`src/rtl/display_scan_controller.sv`:
```
// Multiplexes one active-low 7-segment bus across DIGITS common-anode digits.
// A blank gap is inserted between digits, and leading zeros can optionally be suppressed.
module display_scan_controller #(
    parameter int unsigned DIGITS       = 4,
    parameter int unsigned BLANK_CYCLES = 4,
    parameter int unsigned IDX_W        = 2
) (
    input  logic                  clock,
    input  logic                  reset,
    input  logic                  scan_tick,
    input  logic                  enable,
    input  logic                  blank_leading_zeros,
    input  logic [4*DIGITS-1:0]   digit_values,
    output logic [6:0]            segments,
    output logic [DIGITS-1:0]     digit_select,
    output logic [IDX_W-1:0]      scan_index,
    output logic                  frame_done
);

    localparam int unsigned CNT_W = (BLANK_CYCLES > 1) ? $clog2(BLANK_CYCLES) : 1;
    localparam logic [CNT_W-1:0] CNT_LOAD = CNT_W'(BLANK_CYCLES - 1);
    localparam logic [IDX_W-1:0] IDX_LAST = IDX_W'(DIGITS - 1);

    typedef enum logic [1:0] {StIdle, StShow, StBlank} state_e;

    state_e           state_q, state_d;
    logic [IDX_W-1:0] idx_q, idx_d;
    logic [CNT_W-1:0] cnt_q, cnt_d;
    logic             frame_q, frame_d;
    logic             s1_q, s2_q, s3_q;
    logic             tick_rise;

    logic [3:0]       cur_digit;
    logic [6:0]       seg_dec;
    logic             upper_zero;

    assign tick_rise = s2_q & ~s3_q;

    always_ff @(posedge clock or posedge reset) begin
        if (reset) begin
            state_q <= StIdle;
            idx_q   <= '0;
            cnt_q   <= '0;
            frame_q <= 1'b0;
            s1_q    <= 1'b0;
            s2_q    <= 1'b0;
            s3_q    <= 1'b0;
        end else begin
            state_q <= state_d;
            idx_q   <= idx_d;
            cnt_q   <= cnt_d;
            frame_q <= frame_d;
            s1_q    <= scan_tick;
            s2_q    <= s1_q;
            s3_q    <= s2_q;
        end
    end

    always_comb begin
        state_d = state_q;
        idx_d   = idx_q;
        cnt_d   = cnt_q;
        frame_d = 1'b0;
        if (!enable) begin
            state_d = StIdle;
            idx_d   = '0;
            cnt_d   = '0;
        end else begin
            case (state_q)
                StIdle: begin
                    state_d = StShow;
                    idx_d   = '0;
                end
                StShow: begin
                    // Ticks outside SHOW are dropped, never queued.
                    if (tick_rise) begin
                        state_d = StBlank;
                        cnt_d   = CNT_LOAD;
                    end
                end
                StBlank: begin
                    if (cnt_q == '0) begin
                        state_d = StShow;
                        idx_d   = (idx_q == IDX_LAST) ? '0 : idx_q + 1'b1;
                        frame_d = (idx_q == IDX_LAST);
                    end else begin
                        cnt_d = cnt_q - 1'b1;
                    end
                end
                default: state_d = StIdle;
            endcase
        end
    end

    always_comb begin
        cur_digit  = digit_values[4*idx_q +: 4];
        // This digit and every more-significant one are zero.
        upper_zero = (digit_values >> (4 * idx_q)) == '0;
        case (cur_digit)
            4'd0:    seg_dec = 7'h40;
            4'd1:    seg_dec = 7'h79;
            4'd2:    seg_dec = 7'h24;
            4'd3:    seg_dec = 7'h30;
            4'd4:    seg_dec = 7'h19;
            4'd5:    seg_dec = 7'h12;
            4'd6:    seg_dec = 7'h02;
            4'd7:    seg_dec = 7'h78;
            4'd8:    seg_dec = 7'h00;
            4'd9:    seg_dec = 7'h10;
            default: seg_dec = 7'h3F;
        endcase
    end

    always_comb begin
        segments     = 7'h7F;
        digit_select = '1;
        if (state_q == StShow) begin
            digit_select[idx_q] = 1'b0;
            if (!(blank_leading_zeros && (idx_q != '0) && upper_zero)) begin
                segments = seg_dec;
            end
        end
        scan_index = idx_q;
        frame_done = frame_q;
    end

endmodule

```
`config.mk`:
```
export PLATFORM = sky130hd
export DESIGN_NAME = display_scan_controller
export DESIGN_NICKNAME = d
export VERILOG_FILES = /design/src/rtl/display_scan_controller.sv
export SDC_FILE = /design/constraint.sdc
export NUM_CORES = 1
export LEC_CHECK = 0
export BUFFER_PORTS_ARGS = -buffer_cell sky130_fd_sc_hd__buf_2
export CELL_PAD_IN_SITES_DETAIL_PLACEMENT = 0
export CELL_PAD_IN_SITES_GLOBAL_PLACEMENT = 1
export CORE_ASPECT_RATIO = 0.9
export CORE_UTILIZATION = 31
export DETAILED_ROUTE_END_ITERATION = 16
export PLACE_DENSITY_LB_ADDON = 0.25
export REMOVE_ABC_BUFFERS = 1
export SYNTH_ARGS = -nofsm -noshare
export SYNTH_HDL_FRONTEND = slang
export SYNTH_SLANG_ARGS = --single-unit
```
`constraint.sdc`:
```
create_clock -name clock -period 1.9 [get_ports clock]
set_clock_uncertainty 0.15 [all_clocks]
set_input_delay 0.095 -clock clock [delete_from_list [all_inputs] [get_ports clock]]
set_output_delay 0.095 -clock clock [all_outputs]
set_load 0.01 [all_outputs]
```
Word level (Yosys, flattened, before mapping)
Memory sizes are Yosys's and may differ from the RTL's.
Index checks and enable logic that the tools add are counted.
{"block": "totals", "out_inout_bits": 14, "romBits": 112, "memories": 1, "regBits": 10, "word_cells": 55}
{"block": "op_classes", "muxes": 20, "reduce_logical": 10, "shifts": 2, "bitwise": 3, "n_addsub": 2, "order_cmp": 2, "eq_ne": 8}
{"memory": "(no name shown)", "depth": 16, "width": 7, "rd": 1, "rd_ports_with_merged_regs": 0, "write_ports": 0, "line": "99", "text": "case (cur_digit)"}
{"op": "$mux 2", "n": 9}
{"op": "$logic_not 16->1", "n": 1}
{"op": "$shiftx 16x5->4", "n": 1}
{"op": "$shr 16x4->16", "n": 1}
{"op": "$mux 7", "n": 2}
{"op": "$ne 3x3->1 const B", "n": 3}
{"op": "$pmux 2 s2", "n": 2}
{"op": "$ne 3x1->1 const B", "n": 2}
{"op": "$pmux 2 s3", "n": 1}
{"op": "$eq 2x2->1 const B", "n": 2}
{"op": "$logic_not 2->1", "n": 2}
{"op": "$mux 1", "n": 4}
{"op": "$mux 4", "n": 1}
{"op": "$not 4->4", "n": 1}
{"op": "$reduce_and 2->1", "n": 2}
{"op": "$logic_and 1x1->1", "n": 3}
{"op": "$lt 2x3->1 const B", "n": 1}
{"op": "$reduce_and 3->1", "n": 1}
{"op": "$add 2x1->2 const B", "n": 1}
{"op": "$demux 1 s2", "n": 1}
{"op": "$eq 2x1->1 const B", "n": 1}
{"op": "$ge 2x1->1 const B", "n": 1}
{"op": "$reduce_bool 2->1", "n": 1}
{"op": "$sub 2x1->2 const B", "n": 1}
{"op": "other kinds (2)", "n": 2}

Depth between registers and ports, before layout
{"block": "depth", "word_depth": 6, "mapped_depth": 8}

Worst setup path before layout
No wires, ideal clock.
{"block": "synth_path", "path_kind": "reg2out", "from": "register idx_q[0] (netlist: scan_index[0])", "to": "output port segments[4]", "setup_slack_ns": -0.314, "required_time_ns": 1.655, "path_stages_with_launch": 9, "arrival_ns": 1.969, "path_buffers": 1, "cell_sequence": "dfrtp_1 buf_6 mux4_1 inv_1 ha_1 inv_1 mux2_4 o21ai_1 nand3_1"}
{"block": "synth_between", "elab_chain_cells": 5, "word_cells_on_any_way": 9, "cone_classes": "shift: 2; mux: 2; reduce/logical: 4; memory: 1"}
{"element": "start, declared", "line": "27", "text": "logic [IDX_W-1:0] idx_q, idx_d;"}
{"element": "start signal, assigned", "line": "50", "text": "idx_q <= idx_d;"}
{"element": "parallel branches: the longest is 3 deep, another holds $mem_v2 16x7"}
{"element": "$mux 7 (*)", "line": "119", "text": "if (!(blank_leading_zeros && (idx_q != '0) && upper_zero)) begin"}
{"element": "$mux 7 (*)", "line": "117", "text": "if (state_q == StShow) begin"}
{"element": "end, declared", "line": "14", "text": "output logic [6:0] segments,"}
Every way passes the cells marked *.

Worst setup path in the final report
{"block": "layout_path", "from": "register idx_q[0] (netlist: scan_index[0])", "to": "output port segments[1]"}
The elaborated chain is that of the path after synthesis.

==> metrics.csv <==
stage,metric,value,unit
pwr,total power,0.586,mW
worst_setup_path,Crit. End Element,output pin,
global_routing,initial antenna violation count,0,
layout,multi-input logic area,664,µm²
place,Placer Congestion,0.815,
layout,"most common cell after layout, fill and taps aside",buf_2,
pwr,Clk pwr share,25.0,%
drt,vias per cell,5.12,
floorplanning,Die W,58.0,µm
synth,warning count from the yosys run,0,
pwr,Worst VDD drop,157,µV
layout,fillers,235,
synth,post-synthesis cell area,873,µm²
floorplanning,Die ar.,0.00303,mm²
pwr,Seq pwr share,38.5,%
layout,layout cells sized above 1,56.4,%
timing,number of setup violations in the final report,7,
synth,post-synthesis adder-cell area fraction,14.3,%
layout,ant diodes,0,
run,Max-Cap Viols,0,
timing,setup tns final,-3.78,ns
place,buffers added on ports,34,
drt,drt wl/cell,13.4,µm
drt,Via Count,942,
synth,cell taking the most area after synthesis,dfrtp_1,
synth,Unique masters post-synth,31,
worst_setup_path,Worst EP required,1.65,ns
timing,Worst-Margin Slew,0.376,ns
layout,Seq. cell area,250,µm²
synth,Synth Area in Compound Gates,14.2,%
floorplanning,Core Rows,17,
global_routing,first-pass GRT wire length,4140,µm
timing,max-slew violation count,0,
floorplanning,core area,0.00255,mm²
timing,part of the cycle the worst path needs,129,%
pwr,internal power,0.408,mW
cts,CTS tree,yes,
worst_setup_path,crit path DAT,2.21,ns
timing,fin crit period,2.46,ns
cts,"CTS clk-pin slew, worst paths",0.07,ns
worst_setup_path,crit path kind,reg -> out,
synth,sequential area share after synthesis,28.7,%
synth,register bit count reported by yosys,10,
global_routing,number of global-route vias before repair,909,
synth,Post-Synth Simple-Gate Area,22.6,%
layout,Area Growth Syn to Fin,64.2,%
pwr,Leak,0.671,nW
timing,final hold violations,0,
pwr,sw power,0.178,mW
drt,Post-Route WL,2470,µm
synth,Synth top area share,28.7,%
synth,largest family of logic cells by synthesized area,simple AND/OR/NAND/NOR gates,
min_path,Hold WC Path Type,in -> async,
worst_setup_path,CP Launch Type,flip-flop,
floorplanning,Die Y,52.4,µm
pwr,PwrDens,408,mW/mm²
floorplanning,num ports,35,
cts,clock latency on the worst-skew pair,0.26,ns
timing,RSZ-0062 raised after global routing,true,
global_routing,largest net degree at the start of global routing,12,
cts,CTS Root Cell,clkbuf_4,
cts,CTS Buffer Depth,2,
place,DP Wirelength,1840,µm
pwr,Gate power share,36.5,%
timing,Max-slew headroom,74.9,%
cts,# clock sinks,10,
synth,synthesized-area fraction occupied by xor and xnor cells,0,%
layout,Final Net Count,189,
cts,H-Tree Depth,1,
timing,Fmax,0.407,GHz
status,failing checks,"design-rule violations, negative setup slack",
layout,most frequent cells in the layout,"buf_2, buf_4, dfrtp_1, nor2_1",
drt,DRT antenna net count,0,
pwr,switch share,30.4,%
global_routing,Global Route Usage Sum,17.5,%
synth,mux cell area share after synthesis,12.5,%
synth,Mapped Cells,94,
drt,drt initial violations,42,
status,status,"complete, but fails checks",
drt,drt pass-1 iters,10,
worst_setup_path,maximum fanout along the worst path,7,
synth,dominant cells by area after synthesis,"dfrtp_1, ha_1, mux4_2, inv_1, nor2_1",
synth,Syn Area/Cell,9.29,µm²
cts,CTS Buf Count,3,
timing,final setup margin,-0.560,ns
global_routing,total grt overflow,0,
drt,detailed-route DRC error count,1,
floorplanning,Initial Utilization,34.2,%
[worst paths after layout]
kind,start,cells after the start,slack [ns],end
max in group asynchronous,reset,3,1.14,s3_q
worst max register to register,cnt_q[0],6,0.20,cnt_q[1]
worst max-delay path,scan_index[0],8,-0.56,segments[1]
min in group clock,s1_q,0,0.20,s2_q
worst min register to register,s1_q,0,0.20,s2_q
worst min-delay path,reset,3,0.20,state_q[1]
[critical path: stages (launching register included)]
cell and delay (ns):
dfrtp_1 0.41, buf_6 0.12, mux4_2 0.55, inv_4 0.11
ha_4 0.14, nand2_2 0.05, a211o_4 0.30, o211ai_1 0.10
buf_2 0.16
[layout make-up]
cell class                 instances  area share (%)
sequential                        10            17.5
clock buffer                       3            1.57
multi-input combinational         70            46.3
inverter                          10            2.79
tap                               28            2.44
timing repair buffer              63            29.4
[synth_stat cells]
cell	n
a211o_1	1
a21oi_1	3
a311oi_1	1
a32oi_1	2
and2_1	3
and4_1	1
buf_6	2
clkbuf_1	2
dfrtp_1	10
ha_1	10
inv_1	10
mux2_4	1
mux4_1	1
mux4_2	3
nand2_1	5
nand2b_1	2
nand3_1	6
nand3b_1	1
nor2_1	9
nor2b_1	4
nor4_1	3
nor4b_1	1
o211a_1	1
o211ai_1	2
o21ai_0	4
o21ai_1	1
o21bai_1	1
o2bb2ai_1	1
o31ai_1	1
or2_2	1
or3b_1	1
[power by group through the flow]
| stage | sequential, mW | combinational [mW] | clock [mW] |
|---|---|---|---|
| floorplan | 0.229 | 0.0820 | 0 |
| global placement | 0.229 | 0.157 | 0 |
| detailed placement | 0.230 | 0.160 | 0 |
| CTS | 0.226 | 0.182 | 0.150 |
| global route | 0.227 | 0.234 | 0.154 |
| finish | 0.226 | 0.214 | 0.146 |
[registers in the layout (all words and copies together) (netlist names)]
| name | count |
|---|---|
| s2_q | 1 |
| cnt_q | 2 |
| frame_done | 1 |
| s3_q | 1 |
| state_q | 2 |
| scan_index | 2 |
| s1_q | 1 |
[cells by family after synthesis]
family | count (synthesis)
AOI/OAI and AO/OA | 18
adders and majority gates | 10
buffers and inverters | 14
DFF | 10
muxes | 5
and+or+nand+nor | 37
[metal layers]
layer | GRT usage, % | vias up | routed length [µm]
met5 | 0 | - | 0
met4 | 2.38 | 0 | 0
met3 | 1.73 | 0 | 106
met2 | 31.8 | 31 | 1240
met1 | 22.9 | 447 | 1120
li1 | - | 464 | -
[stage by stage]
step	setup slack [ns]	hold WS [ns]	utilization [%]	cell area [µm²]	instances
after floorplan	-0.357	-0.215	-	843	90
after global placement	-0.360	-0.0666	46.7	1190	171
after detailed placement	-0.377	-0.0617	46.7	1190	171
after CTS	-0.592	0.200	52.3	1330	180
after global routing	-0.682	0.200	56.2	1430	184
final	-0.560	0.196	56.2	1430	184
[what timing repair did]
| item | 4_1_cts | 5_1_grt |
|---|---|---|
| resized for setup | 19 | 17 |
| hold endpoints to repair | 18 | 0 |
| buffers inserted | 3 | 4 |
| setup endpoints to repair | 7 | 7 |
| pin swaps | 5 | 9 |
| hold buffers | 3 | 0 |
Note: power is estimated with default switching activity, not from simulation.
